## config.mk

```make
export PLATFORM = sky130hd
export DESIGN_NAME = epc_bus_ctrl
export DESIGN_NICKNAME = d
export VERILOG_FILES = /design/src/rtl/epc_bus_ctrl.sv
export SDC_FILE = /design/constraint.sdc
export NUM_CORES = 1
export LEC_CHECK = 0
export ABC_AREA = 1
export ABC_CLOCK_PERIOD_IN_PS = 2930
export BUFFER_PORTS_ARGS = -buffer_cell sky130_fd_sc_hd__buf_2
export CORE_MARGIN = 1
export CORE_UTILIZATION = 50
export CTS_BUF_LIST = sky130_fd_sc_hd__clkbuf_4
export CTS_CLUSTER_DIAMETER = 150
export DETAILED_ROUTE_END_ITERATION = 8
export GPL_TIMING_DRIVEN = 0
export PLACE_DENSITY_LB_ADDON = 0.3
export SETUP_SLACK_MARGIN = 0.2
export SLEW_MARGIN = 20
export SYNTH_ARGS = -nofsm -noshare
export SYNTH_HDL_FRONTEND = slang
export SYNTH_SLANG_ARGS = --single-unit
```

## constraint.sdc

```tcl
create_clock -name clk -period 2.93 [get_ports clk]
set_input_delay 0.586 -clock clk [delete_from_list [all_inputs] [get_ports clk]]
set_output_delay 0.586 -clock clk [all_outputs]
set_load 0.02 [all_outputs]
```

## src/rtl/epc_bus_ctrl.sv

```systemverilog
// epc_bus_ctrl: bridges a registered host (EPC) bus onto a shared LCD/UART device port with
// a ready handshake, an access timeout and sticky error reporting.
module epc_bus_ctrl #(
  parameter logic [5:0]  LCD_DATA_ADDR    = 6'h00,
  parameter logic [5:0]  LCD_CONTROL_ADDR = 6'h04,
  parameter logic [5:0]  UART_DATA_ADDR   = 6'h08,
  parameter logic [5:0]  UART_STATUS_ADDR = 6'h0C,
  parameter int unsigned TIMEOUT_CYCLES   = 255
) (
  input  logic       clk,
  input  logic       nRst,
  input  logic [1:0] epc_nCS,
  input  logic [5:0] epc_addr,
  input  logic       epc_nRD,
  input  logic       epc_nWR,
  input  logic [7:0] epc_wdata,
  output logic [7:0] epc_rdata,
  output logic [1:0] epc_rdy,
  output logic       lcd_nCS,
  output logic       lcd_rs,
  input  logic       lcd_rdy,
  input  logic [7:0] lcd_rdata,
  output logic       uart_nCS,
  input  logic       uart_rdy,
  input  logic [7:0] uart_rdata,
  input  logic [7:0] uart_status,
  output logic       dev_nWR,
  output logic       dev_nRD,
  output logic [7:0] dev_wdata,
  input  logic       err_clr,
  output logic       timeout_flag,
  output logic       decode_flag,
  output logic [7:0] err_cnt
);

  // state  | meaning
  // IDLE   | waiting for a registered host strobe with a chip select low
  // ACCESS | device strobe active, waiting for device ready or timeout
  // HOLD   | epc_rdy/epc_rdata held until the host releases both strobes
  typedef enum logic [1:0] {ST_IDLE = 2'd0, ST_ACCESS = 2'd1, ST_HOLD = 2'd2} state_t;

  localparam logic [7:0] TMR_LOAD = 8'(TIMEOUT_CYCLES - 1);

  logic [1:0] ncs_q;
  logic [5:0] addr_q;
  logic       nrd_q, nwr_q;
  logic [7:0] wdata_q;

  state_t     state_q, state_d;
  logic       armed_q, armed_d;
  logic [7:0] tmr_q, tmr_d;
  logic       rd_q, rd_d;
  logic       lcd_ncs_q, lcd_ncs_d;
  logic       uart_ncs_q, uart_ncs_d;
  logic       dev_nwr_q, dev_nwr_d;
  logic       dev_nrd_q, dev_nrd_d;
  logic [7:0] dev_wdata_q, dev_wdata_d;
  logic       lcd_rs_q, lcd_rs_d;
  logic [1:0] epc_rdy_q, epc_rdy_d;
  logic [7:0] epc_rdata_q, epc_rdata_d;
  logic       tflag_q, tflag_d;
  logic       dflag_q, dflag_d;
  logic [7:0] err_cnt_q, err_cnt_d;

  logic       one_strobe, start, hit_lcd, hit_uart, hit_stat;
  logic       act_rdy;
  logic [1:0] act_bit;
  logic       dec_err, to_err, err_new;

  // Strobe regs reset low so a strobe already low at reset release is never taken as a fresh one.
  always_ff @(posedge clk or negedge nRst) begin
    if (!nRst) begin
      ncs_q   <= 2'b11;
      addr_q  <= 6'h00;
      nrd_q   <= 1'b0;
      nwr_q   <= 1'b0;
      wdata_q <= 8'h00;
    end else begin
      ncs_q   <= epc_nCS;
      addr_q  <= epc_addr;
      nrd_q   <= epc_nRD;
      nwr_q   <= epc_nWR;
      wdata_q <= epc_wdata;
    end
  end

  assign one_strobe = nrd_q ^ nwr_q;
  assign start      = armed_q && !(nrd_q && nwr_q) && (ncs_q != 2'b11);
  assign hit_lcd    = one_strobe && (ncs_q == 2'b01) &&
                      ((addr_q == LCD_DATA_ADDR) || (addr_q == LCD_CONTROL_ADDR));
  assign hit_uart   = one_strobe && (ncs_q == 2'b10) && (addr_q == UART_DATA_ADDR);
  assign hit_stat   = one_strobe && (ncs_q == 2'b10) && (addr_q == UART_STATUS_ADDR);
  assign act_rdy    = lcd_ncs_q ? uart_rdy : lcd_rdy;
  assign act_bit    = lcd_ncs_q ? 2'b01 : 2'b10;

  always_comb begin
    state_d     = state_q;
    tmr_d       = tmr_q;
    rd_d        = rd_q;
    lcd_ncs_d   = lcd_ncs_q;
    uart_ncs_d  = uart_ncs_q;
    dev_nwr_d   = dev_nwr_q;
    dev_nrd_d   = dev_nrd_q;
    dev_wdata_d = dev_wdata_q;
    lcd_rs_d    = lcd_rs_q;
    epc_rdy_d   = epc_rdy_q;
    epc_rdata_d = epc_rdata_q;
    dec_err     = 1'b0;
    to_err      = 1'b0;

    case (state_q)
      ST_IDLE: begin
        if (start) begin
          if (hit_lcd || hit_uart) begin
            state_d     = ST_ACCESS;
            tmr_d       = TMR_LOAD;
            rd_d        = !nrd_q;
            lcd_ncs_d   = !hit_lcd;
            uart_ncs_d  = !hit_uart;
            dev_nwr_d   = nwr_q;
            dev_nrd_d   = nrd_q;
            dev_wdata_d = wdata_q;
            if (hit_lcd) lcd_rs_d = (addr_q == LCD_DATA_ADDR);
          end else if (hit_stat) begin
            state_d   = ST_HOLD;
            epc_rdy_d = 2'b01;
            if (!nrd_q) epc_rdata_d = uart_status;
          end else begin
            state_d     = ST_HOLD;
            epc_rdata_d = 8'hFF;
            epc_rdy_d   = (ncs_q == 2'b11) ? 2'b01 : ~ncs_q;
            dec_err     = 1'b1;
          end
        end
      end
      ST_ACCESS: begin
        // Timer is still at its load value during the first cycle, which masks rdy there.
        if ((tmr_q != TMR_LOAD) && act_rdy) begin
          state_d    = ST_HOLD;
          lcd_ncs_d  = 1'b1;
          uart_ncs_d = 1'b1;
          dev_nwr_d  = 1'b1;
          dev_nrd_d  = 1'b1;
          epc_rdy_d  = act_bit;
          if (rd_q) epc_rdata_d = lcd_ncs_q ? uart_rdata : lcd_rdata;
        end else if (tmr_q == 8'd0) begin
          state_d     = ST_HOLD;
          lcd_ncs_d   = 1'b1;
          uart_ncs_d  = 1'b1;
          dev_nwr_d   = 1'b1;
          dev_nrd_d   = 1'b1;
          epc_rdy_d   = act_bit;
          epc_rdata_d = 8'hFF;
          to_err      = 1'b1;
        end else begin
          tmr_d = tmr_q - 8'd1;
        end
      end
      ST_HOLD: begin
        if (nrd_q && nwr_q) begin
          state_d   = ST_IDLE;
          epc_rdy_d = 2'b00;
        end
      end
      default: state_d = ST_IDLE;
    endcase

    armed_d = armed_q | (nrd_q & nwr_q);
    err_new = dec_err | to_err;

    tflag_d   = to_err  ? 1'b1 : (err_clr ? 1'b0 : tflag_q);
    dflag_d   = dec_err ? 1'b1 : (err_clr ? 1'b0 : dflag_q);
    err_cnt_d = err_cnt_q;
    if (err_clr)
      err_cnt_d = err_new ? 8'd1 : 8'd0;
    else if (err_new && (err_cnt_q != 8'hFF))
      err_cnt_d = err_cnt_q + 8'd1;
  end

  always_ff @(posedge clk or negedge nRst) begin
    if (!nRst) begin
      state_q     <= ST_IDLE;
      armed_q     <= 1'b0;
      tmr_q       <= 8'd0;
      rd_q        <= 1'b0;
      lcd_ncs_q   <= 1'b1;
      uart_ncs_q  <= 1'b1;
      dev_nwr_q   <= 1'b1;
      dev_nrd_q   <= 1'b1;
      dev_wdata_q <= 8'h00;
      lcd_rs_q    <= 1'b0;
      epc_rdy_q   <= 2'b00;
      epc_rdata_q <= 8'h00;
      tflag_q     <= 1'b0;
      dflag_q     <= 1'b0;
      err_cnt_q   <= 8'h00;
    end else begin
      state_q     <= state_d;
      armed_q     <= armed_d;
      tmr_q       <= tmr_d;
      rd_q        <= rd_d;
      lcd_ncs_q   <= lcd_ncs_d;
      uart_ncs_q  <= uart_ncs_d;
      dev_nwr_q   <= dev_nwr_d;
      dev_nrd_q   <= dev_nrd_d;
      dev_wdata_q <= dev_wdata_d;
      lcd_rs_q    <= lcd_rs_d;
      epc_rdy_q   <= epc_rdy_d;
      epc_rdata_q <= epc_rdata_d;
      tflag_q     <= tflag_d;
      dflag_q     <= dflag_d;
      err_cnt_q   <= err_cnt_d;
    end
  end

  assign epc_rdata    = epc_rdata_q;
  assign epc_rdy      = epc_rdy_q;
  assign lcd_nCS      = lcd_ncs_q;
  assign lcd_rs       = lcd_rs_q;
  assign uart_nCS     = uart_ncs_q;
  assign dev_nWR      = dev_nwr_q;
  assign dev_nRD      = dev_nrd_q;
  assign dev_wdata    = dev_wdata_q;
  assign timeout_flag = tflag_q;
  assign decode_flag  = dflag_q;
  assign err_cnt      = err_cnt_q;

endmodule

```

Yosys cells after proc, flatten, opt, wreduce, memory -nomap -nowiden
Cells that the tools add are included.
{ "totals": {"inputBits": 47, "mem_bits_rw": 0, "mem_bits_ro": 0, "regBits": 63, "n_memories": 0, "latchBits": 0} }
{ "classes": {"mul": 0, "bitwise": 5, "n_shift": 0, "order_cmp": 0, "reduce_logical": 31, "n_eq_ne": 20, "n_div": 0, "addsub": 2, "muxes": 56} }
{ "ops": {"columns": ["op", "n"], "rows": [
  ["$mux W8", 14],
  ["$pmux W8 S2", 2],
  ["$mux W2", 12],
  ["$mux W1", 22],
  ["$ne A8 B8 Y1 const B", 2],
  ["$ne A2 B2 Y1 const B", 7],
  ["$eq A6 B4 Y1 const B", 2],
  ["$pmux W2 S3", 2],
  ["$logic_and A1 B1 Y1", 10],
  ["$reduce_and A5 Y1", 2],
  ["$ne A3 B3 Y1 const B", 3],
  ["$add A8 B1 Y8 const B", 1],
  ["$logic_not A8 Y1", 1],
  ["$pmux W1 S2", 4],
  ["$reduce_and A4 Y1", 2],
  ["$reduce_bool A2 Y1", 4],
  ["$sub A8 B1 Y8 const B", 1],
  ["$eq A2 B2 Y1 const B", 3],
  ["$eq A6 B3 Y1 const B", 1],
  ["$logic_not A6 Y1", 1],
  ["$reduce_and A3 Y1", 2],
  ["$reduce_and A6 Y1", 1],
  ["$eq A2 B1 Y1 const B", 2],
  ["$logic_not A1 Y1", 4],
  ["other kinds (7)", 9]
]} }

Depth between registers and ports, before layout
Gate-level depths: netlist of run 1.
{ "logic_depth": {"depth_word": 11, "ltp_mapped": 13, "depth_no_buf": 13} }

Least setup slack after synthesis of run 1
OpenSTA, ideal clock, no wires.
{ "synth_timing": {"kind": "reg2reg", "from": "register nrd_q", "to": "register tmr_q[5]", "arrival_time_ns": 1.668, "required_time_ns": 2.811, "setup_slack_ns": 1.143, "setup_ns": 0.119, "path_stages_with_launch": 12, "path_buffers": 1, "cell_sequence": "dfrtp_1 > ha_1 > inv_1 > nor3_4 > nand2_2 > nand3_4 > inv_4 > nor2_4 > nand2_4 > buf_6 > nand2_1 > o21ai_2"} }
{ "synth_between": {"elab_chain_len": 6, "word_cells_on_any_way": 13, "classes_between": "eq/ne (2); bitwise (1); reduce/logical (10)"} }
{ "synth_rtl": {"columns": ["element", "line_no", "source"], "rows": [
  ["start, declared", "46", "logic nrd_q, nwr_q;"],
  ["start signal, assigned", "81", "nrd_q <= epc_nRD;"],
  ["$xor A1 B1 Y1 or $logic_and A1 B1 Y1 (tied branches)", "87, 88", null],
  ["$logic_and A1 B1 Y1 (tied with other cells)", "89", "assign hit_lcd = one_strobe && (ncs_q == 2'b01) &&"],
  ["$logic_and A1 B1 Y1, on equally long branches", "89, 88, 91", null],
  ["$logic_or A1 B1 Y1 or $logic_and A1 B1 Y1 (tied branches)", "114, 88", null],
  ["$ne A2 B2 Y1 (no source line)", null, null],
  ["$reduce_and A5 Y1 (no source line) (*)", null, null],
  ["end signal, assigned", "200", "tmr_q <= tmr_d;"],
  ["end, declared", "51", "logic [7:0] tmr_q, tmr_d;"]
]} }
Every way passes the cells marked *; elsewhere a longest branch is shown, timed or not.
A chain may end at the register's enable or synchronous reset.

Worst setup path after layout of run 1
{ "layout_timing": {"from": "register tmr_q[0]", "to": "register epc_rdata_q[4] (netlist: epc_rdata[4])"} }
{ "layout_between": {"elab_chain_len": 4, "word_cells_on_any_way": 8, "classes_between": "eq/ne (3); mux (2); reduce/logical (3)"} }
{ "layout_rtl": {"columns": ["element", "line_no", "source"], "rows": [
  ["$ne A8 B8 Y1", "138", "if ((tmr_q != TMR_LOAD) && act_rdy) begin"],
  ["$logic_and A1 B1 Y1", "138", null],
  ["$ne A3 B3 Y1 (no source line) or $mux W8 (tied branches)", null, null],
  ["$reduce_and A6 Y1 (no source line) or $pmux W8 S2 (tied branches)", null, null],
  ["end signal, assigned", "209", "epc_rdata_q <= epc_rdata_d;"],
  ["end, declared", "60", "logic [7:0] epc_rdata_q, epc_rdata_d;"]
]} }
Parallel ways exist; a longest one is shown, timed or not.

==> results of run 1 <==
-- layout by cell type (no fill, tap or decap), drive strengths merged, types with 3 or more instances in the layout --
| cell | synthesis | final |
|---|---|---|
| nand2 | 119 | 119 |
| clkbuf | 3 | 12 |
| nor2 | 37 | 37 |
| xor2 | 6 | 6 |
| buf | 4 | 82 |
| clkinv | 0 | 3 |
| o21ai | 17 | 17 |
| inv | 26 | 28 |
| a21oi | 10 | 10 |
| nor3b | 3 | 3 |
| dfstp | 6 | 6 |
| nor3 | 11 | 11 |
| mux2i | 8 | 8 |
| nand4 | 7 | 7 |
| xnor2 | 3 | 3 |
| nand3 | 29 | 29 |
| dfrtp | 57 | 57 |
| ha | 7 | 7 |
-- cells by family after synthesis --
group | count (synthesis) | synth area share
AOI/OAI and AO/OA | 31 | 0.0628
buffers and inverters | 33 | 0.0456
DFF | 63 | 0.494
and+or+nand+nor | 209 | 0.321
adders and majority gates | 7 | 0.0273
xor gates and xnor gates | 9 | 0.0246
muxes | 8 | 0.0250
-- sequential cells by signal (all words and copies together) (netlist names), 2 cells and up --
| register | count |
|---|---|
| addr_q | 6 |
| state_q | 2 |
| epc_rdy | 2 |
| wdata_q | 8 |
| tmr_q | 8 |
| dev_wdata | 8 |
| err_cnt | 8 |
| ncs_q | 2 |
| epc_rdata | 8 |
-- critical path: cells and delay by family, from the launching register on --
family / cells / cell delay (ps)
buffers and inverters: 2 / 210
adder cells (fa/ha/maj): 1 / 170
flip-flops: 1 / 390
AND/OR/NAND/NOR: 10 / 1100
-- path summary, 6_finish.rpt --
check,from,to,slack (ps)
min in group clk,epc_nCS[0],ncs_q[0],260
max,tmr_q[0],epc_rdata[4],940
max in group asynchronous,nRst,epc_rdata[2],2190
min reg2reg,wdata_q[2],dev_wdata[2],460
max reg2reg,tmr_q[0],epc_rdata[4],940
min,nRst,tmr_q[4],200
-- power breakdown --
part	switching, W	internal [W]
Combinational	0.000709	0.000406
Clock	0.000355	0.000183
Sequential	0.000148	0.00107
-- per-stage QoR --
step           setup WS, ps  hold WS (ps)  area, sq um  cells  power (W)
3_3_place_gp            988           428         3690    513    0.00232
6_report                937           198         3820    529    0.00288
3_5_place_dp            936           435         3690    513    0.00235
2_1_floorplan          1140           290         3210    360    0.00203
4_1_cts                 907           243         3820    529    0.00289
5_1_grt                 741           233         3820    529    0.00310
-- per-layer routing --
| metal | vias up | track usage | part of all wire |
|---|---|---|---|
| li1 | 1352 | - | - |
| met1 | 1207 | 0.278 | 0.45 |
| met2 | 96 | 0.348 | 0.46 |
| met3 | 17 | 0.0505 | 0.062 |
| met4 | 0 | 0.118 | 0.028 |
| met5 | - | 0 | 0 |
-- final cells by class --
class / instances / area [sq um]
Multi-Input combinational cell: 264 / 1480
Inverter: 26 / 100
Buffer: 7 / 46.3
Timing Repair Buffer: 78 / 393
Fill cell: 512 / 2240
Tap cell: 75 / 93.8
Clock inverter: 7 / 57.6
Sequential cell: 63 / 1580
Clock buffer: 9 / 67.6
==> results_dict.tcl, run 1 <==
set metrics [dict create \
    status "finished, final reports clean" \
    worstPathArrival_ps 2300 \
    antenna_found_initial 0 \
    post_cts_buffers 0 \
    tightest_slew_ps 757 \
    final_nets 503 \
    drt-vias-per-instance 5.05 \
    synth_flop_cell "dfrtp_1" \
    cts.sinks 63 \
    grt_max_degree 64 \
    synth_edf_count 0 \
    clockBufferDepth 2 \
    cts.clk_slew.worst_paths_ps 130 \
    drc 0 \
    cts_tree "yes" \
    utilization 0.630 \
    cts_made_buffers 9 \
    leakage_nw 2.06 \
    synth_top_area_frac 0.445 \
    fin_crit_ps 1990 \
    worstSetupStartpointType "flop" \
    netlist_instances 360 \
    die_area_sq_um 6740 \
    clockRootBuffer "clkbuf_4" \
    cp-end-kind "flop" \
    io_buffer_count 78 \
    critPathRequiredTime_ps 3240 \
    crit_type "flop to flop" \
    avgSynthCellArea_sq_um 8.91 \
    hold_path_class "input pin to asynchronous set/reset pin" \
    finalClockSkew_ps 21.3 \
    period_share 0.680 \
    cpPeakStageDelay_ps 390 \
    yosysSeqAreaShare 0.494 \
    overflow 0 \
    cts_resized 0 \
    post-synth-top-count-cell "nand2_1" \
    hold_viol 0 \
    cts_hold_buf 0 \
    ir_drop_uv 409 \
    start_util 0.529 \
    ys_types 38 \
    clock_latency_ps 430 \
    yosysTopAreaCell "dfrtp_1" \
    die_w_um 82.1 \
    ys_warn_count 0 \
    wl_mm 6.61 \
    drv_cap 0 \
    core_sq_um 6060 \
    wl_per_cell_um 12.5 \
    setup_violations 0 \
    async_flop_share 1.00 \
    ys_ff_latch 63 \
    crit_slowest_cell "dfrtp_1" \
    h-tree-depth 3 \
    synth_commonest_cells "nand2_1, dfrtp_1, nand3_1" \
    diodes 0 \
    drtIter0Drc 122 \
    ff2ff_path_depth 13 \
    ant_nets 0 \
    drive_gt1_frac 0.333 \
    crit_top_cell "nand2_2" \
    die_y_um 82.1 \
    area_growth_pct 19.1 \
    synth_nets 414 \
    fin_setup_tns_ps 0 \
    dp_hpwl_mm 4.82 \
    fmax_mhz 502 \
    fp-row-count 28 \
    rsz0062_at_grt "no" \
    track_usage 0.219 \
    synthTopCellsByArea "dfrtp_1, nand2_1, dfstp_2" \
    slew_violations 0 \
    via_count 2672 \
    globalplace.congestion 0.860 \
    grt_pass1_wl_mm 10.9 \
    first_pass_iters 4 \
    slew_headroom 0.496 \
    ios 80 \
    crit_fanout 9 \
    p_per_area_nw_per_um2 753 \
    path_cells "inv_1 > ha_1 > inv_1 > nor2_2 > nand2_2 > nor2_4 > nor2_2 > nand2_2 > nand2_2 > nor2_4 > nand2_4 > nand2_1 > nand2_1" \
    grt_pass1_vias 2456 \
    synthesis.area_sq_um 3210 \
]
Power figures use the tool's default switching activity.
==> run 2: changes to the inputs <==
Settings changed: ABC_CLOCK_PERIOD_IN_PS 2930 to 2050.
Clock period 2.93 ns to 2.05 ns, I/O delays scaled along.
==> results_dict.tcl, run 2 (synthesis gave the netlist of run 1 again) <==
set metrics [dict create \
    cts_hold_buf 0 \
    final_common_cell "buf_2" \
    worstPathArrival_ps 2260 \
    cts.clk_slew.worst_paths_ps 130 \
    tightest_slew_ps 751 \
    leakage_nw 2.23 \
    r2r_start "tmr_q[1]" \
    setup_ws_ps 97.5 \
    ios 80 \
    die_w_um 82.1 \
    grt_pass1_wl_mm 11.1 \
    ir_drop_uv 611 \
    grt_max_degree 64 \
    crit_type "flop to flop" \
    drtIter0Drc 187 \
    worstSetupStartpointType "flop" \
    diodes 0 \
    path_cells "inv_2 > ha_4 > inv_2 > nor2_4 > nand2_2 > nor2_4 > nor2_4 > nand2_2 > nand2_2 > nor2_4 > nand2_4 > nand2_2 > nand2_1" \
    dp_hpwl_mm 4.82 \
    utilization 0.705 \
    fp-row-count 28 \
    drc 0 \
    fin_setup_tns_ps 0 \
    rsz0062_at_grt "yes" \
    drv_cap 0 \
    cts_tree "yes" \
    final_nets 529 \
    overflow 0 \
    hold_path_class "input pin to asynchronous set/reset pin" \
    crit_slowest_cell "dfrtp_1" \
    via_count 2858 \
    finalClockSkew_ps 21.6 \
    drive_gt1_frac 0.452 \
    cts_made_buffers 9 \
    start_util 0.529 \
    globalplace.congestion 0.860 \
    first_pass_iters 4 \
    die_area_sq_um 6740 \
    setup_violations 0 \
    slew_violations 0 \
    h-tree-depth 3 \
    cts.sinks 63 \
    clockBufferDepth 2 \
    core_sq_um 6060 \
    ant_nets 0 \
    p_per_area_nw_per_um2 1090 \
    wl_mm 7.71 \
    mostFrequentLayoutCells "buf_2, nand2_1, dfrtp_1" \
    drt-vias-per-instance 5.15 \
    cpPeakStageDelay_ps 450 \
    track_usage 0.223 \
    p_total_w 0.00466 \
    cp-end-kind "flop" \
    clockRootBuffer "clkbuf_4" \
    die_y_um 82.1 \
    slew_headroom 0.499 \
    wl_per_cell_um 13.9 \
    hold_viol 0 \
    dp_cells 513 \
    clock_latency_ps 420 \
    critPathRequiredTime_ps 2350 \
    io_buffer_count 78 \
    status "finished, final reports clean" \
    grt_pass1_vias 2529 \
    fin_crit_ps 1950 \
    period_share 0.952 \
    antenna_found_initial 0 \
    fillers 441 \
    crit_start "tmr_q[1]" \
    area_growth_pct 33.2 \
    fmax_mhz 512 \
    final_cells 555 \
    place_ws_ps 56.0 \
    crit_fanout 8 \
]
==> run 2: cell types whose count changed in the layout (fill, tap and decap cells not counted), sizes merged <==
cell / before / now
nand2: 119 / 120
clkbuf: 12 / 13
buf: 82 / 106
==> run 2: worst max-delay path: cells and delay by family (launching register included) <==
family | cells | cell delay (ps)
DFF | 1 | 450
buffers and inverters | 2 | 140
and+or+nand+nor | 10 | 1140
adders and majority gates | 1 | 120
==> run 2: cell type report <==
| class | count | area, sq um | share of cell area |
|---|---|---|---|
| inverters | 26 | 105 | 0.0246 |
| multi-input cells | 265 | 1670 | 0.391 |
| clock buffers | 9 | 67.6 | 0.0158 |
| clock inverters | 7 | 57.6 | 0.0135 |
| well taps | 75 | 93.8 | 0.0220 |
| repair buffers | 103 | 641 | 0.150 |
| flip-flops and latches | 63 | 1580 | 0.371 |
| plain buffers | 7 | 55.1 | 0.0129 |
==> run 2: layer usage <==
layer | track usage | vias to the layer above | share of wire
met4 | 0.114 | 0 | 0.019
met1 | 0.281 | 1330 | 0.43
met2 | 0.360 | 112 | 0.49
li1 | - | 1405 | -
met5 | 0 | - | 0
met3 | 0.0505 | 11 | 0.065
==> run 2: stage by stage <==
step | cell area, sq um | hold slack (ps)
6_report | 4270 | 42.0
4_1_cts | 3940 | 67.4
3_5_place_dp | 3690 | 435
3_3_place_gp | 3690 | 428
5_1_grt | 4270 | 59.5
2_1_floorplan | 3210 | 114
==> run 2: timing repair <==
item | CTS | global route
resized for setup | 8 | 61
buffers inserted | 9 | 14
gates cloned | 0 | 3
setup endpoints to repair | 40 | 39
pin swaps | 5 | 13
==> run 2: final timing paths <==
| kind | endpoint | slack, ps | cells past startpoint |
|---|---|---|---|
| max | epc_rdata[4] | 100 | 13 |
| min | tmr_q[4] | 40 | 1 |
| max reg2reg | epc_rdata[4] | 100 | 13 |
| min reg2reg | dev_wdata[6] | 460 | 2 |
| max in group asynchronous | wdata_q[4] | 1510 | 1 |
| min in group clk | ncs_q[0] | 80 | 1 |
==> run 2: power breakdown <==
part / leakage, nW / total [W] / switching, W / internal [W]
logic: 1.40 / 0.00210 / 0.00122 / 0.000887
registers: 0.766 / 0.00178 / 0.000249 / 0.00153
clock network: 0.0644 / 0.000771 / 0.000509 / 0.000262
total: 2.23 / 0.00466 / 0.00197 / 0.00268
==> run 3: changes to the inputs <==
Settings changed: BUFFER_PORTS_ARGS -buffer_cell sky130_fd_sc_hd__buf_2 to unset, DONT_BUFFER_PORTS set to 1.
==> results_dict.tcl, run 3 (synthesis gave the netlist of run 1 again) <==
set metrics [dict create \
    p_seq_frac 0.461 \
    clockRootBuffer "clkbuf_4" \
    setup_violations 0 \
    die_w_um 82.1 \
    hold_viol 0 \
    fin_area_sq_um 4030 \
    intPower_w 0.00254 \
    clockBufferDepth 2 \
    start_util 0.529 \
    slew_headroom 0.710 \
    leakage_nw 1.97 \
    drc 0 \
    reg2reg_slack_ps 190 \
    clock_latency_ps 420 \
    fmax_mhz 537 \
    worstPathArrival_ps 2180 \
    cts.sinks 63 \
    wl_mm 7.37 \
    cts_tree "yes" \
    die_y_um 82.1 \
    finalClockSkew_ps 13.8 \
    place_area_sq_um 3300 \
    fp-row-count 28 \
    diodes 0 \
    slew_violations 0 \
    first_pass_iters 4 \
    grt_max_degree 64 \
    h-tree-depth 3 \
    cts.clk_slew.worst_paths_ps 110 \
    crit_type "flop to flop" \
    grt_pass1_wl_mm 10.7 \
    antenna_found_initial 0 \
    grt_pass1_vias 2373 \
    p_per_area_nw_per_um2 1080 \
    track_usage 0.218 \
    tightest_slew_ps 435 \
    fin_setup_tns_ps 0 \
    globalplace.congestion 0.832 \
    crit_fanout 5 \
    drv_cap 0 \
    overflow 0 \
    area_growth_pct 25.5 \
    mostFrequentLayoutCells "nand2_1, dfrtp_1, nand2_2" \
    p_sw_w 0.00182 \
    via_count 2626 \
    ir_drop_uv 652 \
    io_buffer_count 0 \
    drt-vias-per-instance 5.34 \
    ant_nets 0 \
    status "finished, final reports clean" \
    period_share 0.908 \
    cts_made_buffers 9 \
    cp-end-kind "flop" \
    drtIter0Drc 100 \
    ios 80 \
    final_cells 492 \
    combPwrFrac 0.366 \
    final_common_cell "nand2_1" \
    fin_crit_ps 1860 \
    die_area_sq_um 6740 \
    wl_per_cell_um 15.0 \
    core_sq_um 6060 \
    power_switching_share 0.417 \
    dp_hpwl_mm 4.58 \
    rsz0062_at_grt "yes" \
    dp_cells 435 \
    clockPowerShare 0.173 \
    drive_gt1_frac 0.321 \
    critPathRequiredTime_ps 2370 \
    worstSetupStartpointType "flop" \
    hold_path_class "input pin to flop" \
    final_nets 466 \
]
## run 3: cell count changes in the layout (fill, tap and decap cells not counted), moves of 2 or more
| cell | previous run | this run |
|---|---|---|
| buf_4 | 16 | 14 |
| buf_6 | 10 | 2 |
| dlygate4sd3_1 | 0 | 19 |
| nand2_1 | 77 | 80 |
| dfrtp_2 | 0 | 2 |
| buf_12 | 1 | 4 |
| dfrtp_1 | 57 | 55 |
| nand3_2 | 3 | 5 |
| buf_2 | 78 | 1 |
| clkinvlp_4 | 2 | 0 |
| nand2_2 | 33 | 30 |
## run 3: cell type report
| type | instances | area, sq um |
|---|---|---|
| tap | 75 | 93.8 |
| fill | 495 | 2030 |
| sequential | 63 | 1590 |
| inverter | 26 | 105 |
| buffer | 7 | 63.8 |
| multi-input combinational | 266 | 1640 |
| clock inverter | 6 | 45.0 |
| clock buffer | 10 | 75.1 |
| timing repair buffer | 39 | 419 |
## run 3: path summary, 6_finish.rpt
check	start	endpoint	cells past startpoint
worst max-delay path	nrd_q	tmr_q[5]	11
worst min-delay path	uart_status[3]	epc_rdata[3]	4
worst max register to register	nrd_q	tmr_q[5]	11
worst min register to register	wdata_q[0]	dev_wdata[0]	2
max in group asynchronous	nRst	dev_nRD	2
min in group asynchronous	nRst	tmr_q[2]	2
## run 3: repair_timing
action | in CTS | in global routing
hold buffers | 14 | 6
pin swaps | 7 | 14
setup buffers | 8 | 9
endpoints found under the hold margin | 75 | 6
resized for setup | 10 | 49
gates cloned | 1 | 3
setup endpoints to repair | 40 | 40
## run 3: critical path, stage by stage, from the launching register on
cell	delay [ps]
dfrtp_1	440
ha_4	300
inv_2	40
nor3_4	210
nand2_2	140
nand3_4	120
inv_4	50
nor2_4	110
nand2_4	100
buf_8	150
nand2_1	60
o21ai_2	50
## run 3: power by group through the flow
stage	Combinational [W]	Clock, W	Sequential [W]
6_report	0.00160	0.000752	0.00201
3_3_place_gp	0.00112	0	0.00200
3_5_place_dp	0.00115	0	0.00200
4_1_cts	0.00134	0.000764	0.00199
5_1_grt	0.00178	0.000828	0.00205
2_1_floorplan	0.000965	0	0.00194
## run 3: per-layer routing
| layer | global-route usage | routed length (um) | up-vias |
|---|---|---|---|
| li1 | - | - | 1276 |
| met1 | 0.240 | 2880 | 1237 |
| met2 | 0.388 | 3830 | 98 |
| met3 | 0.0912 | 536 | 15 |
| met4 | 0.0526 | 121 | 0 |
| met5 | 0 | 0 | - |
## run 3: metrics by stage
stage / power (W) / util / setup slack, ps / hold slack (ps)
final: 0.00435 / 0.665 / 189 / 303
after global routing: 0.00466 / 0.665 / 105 / 286
after CTS: 0.00409 / 0.613 / 203 / 5.41
after detailed placement: 0.00315 / 0.545 / 75.3 / 116
after global placement: 0.00312 / 0.545 / 97.3 / 116
after floorplan: 0.00290 / - / 263 / 114
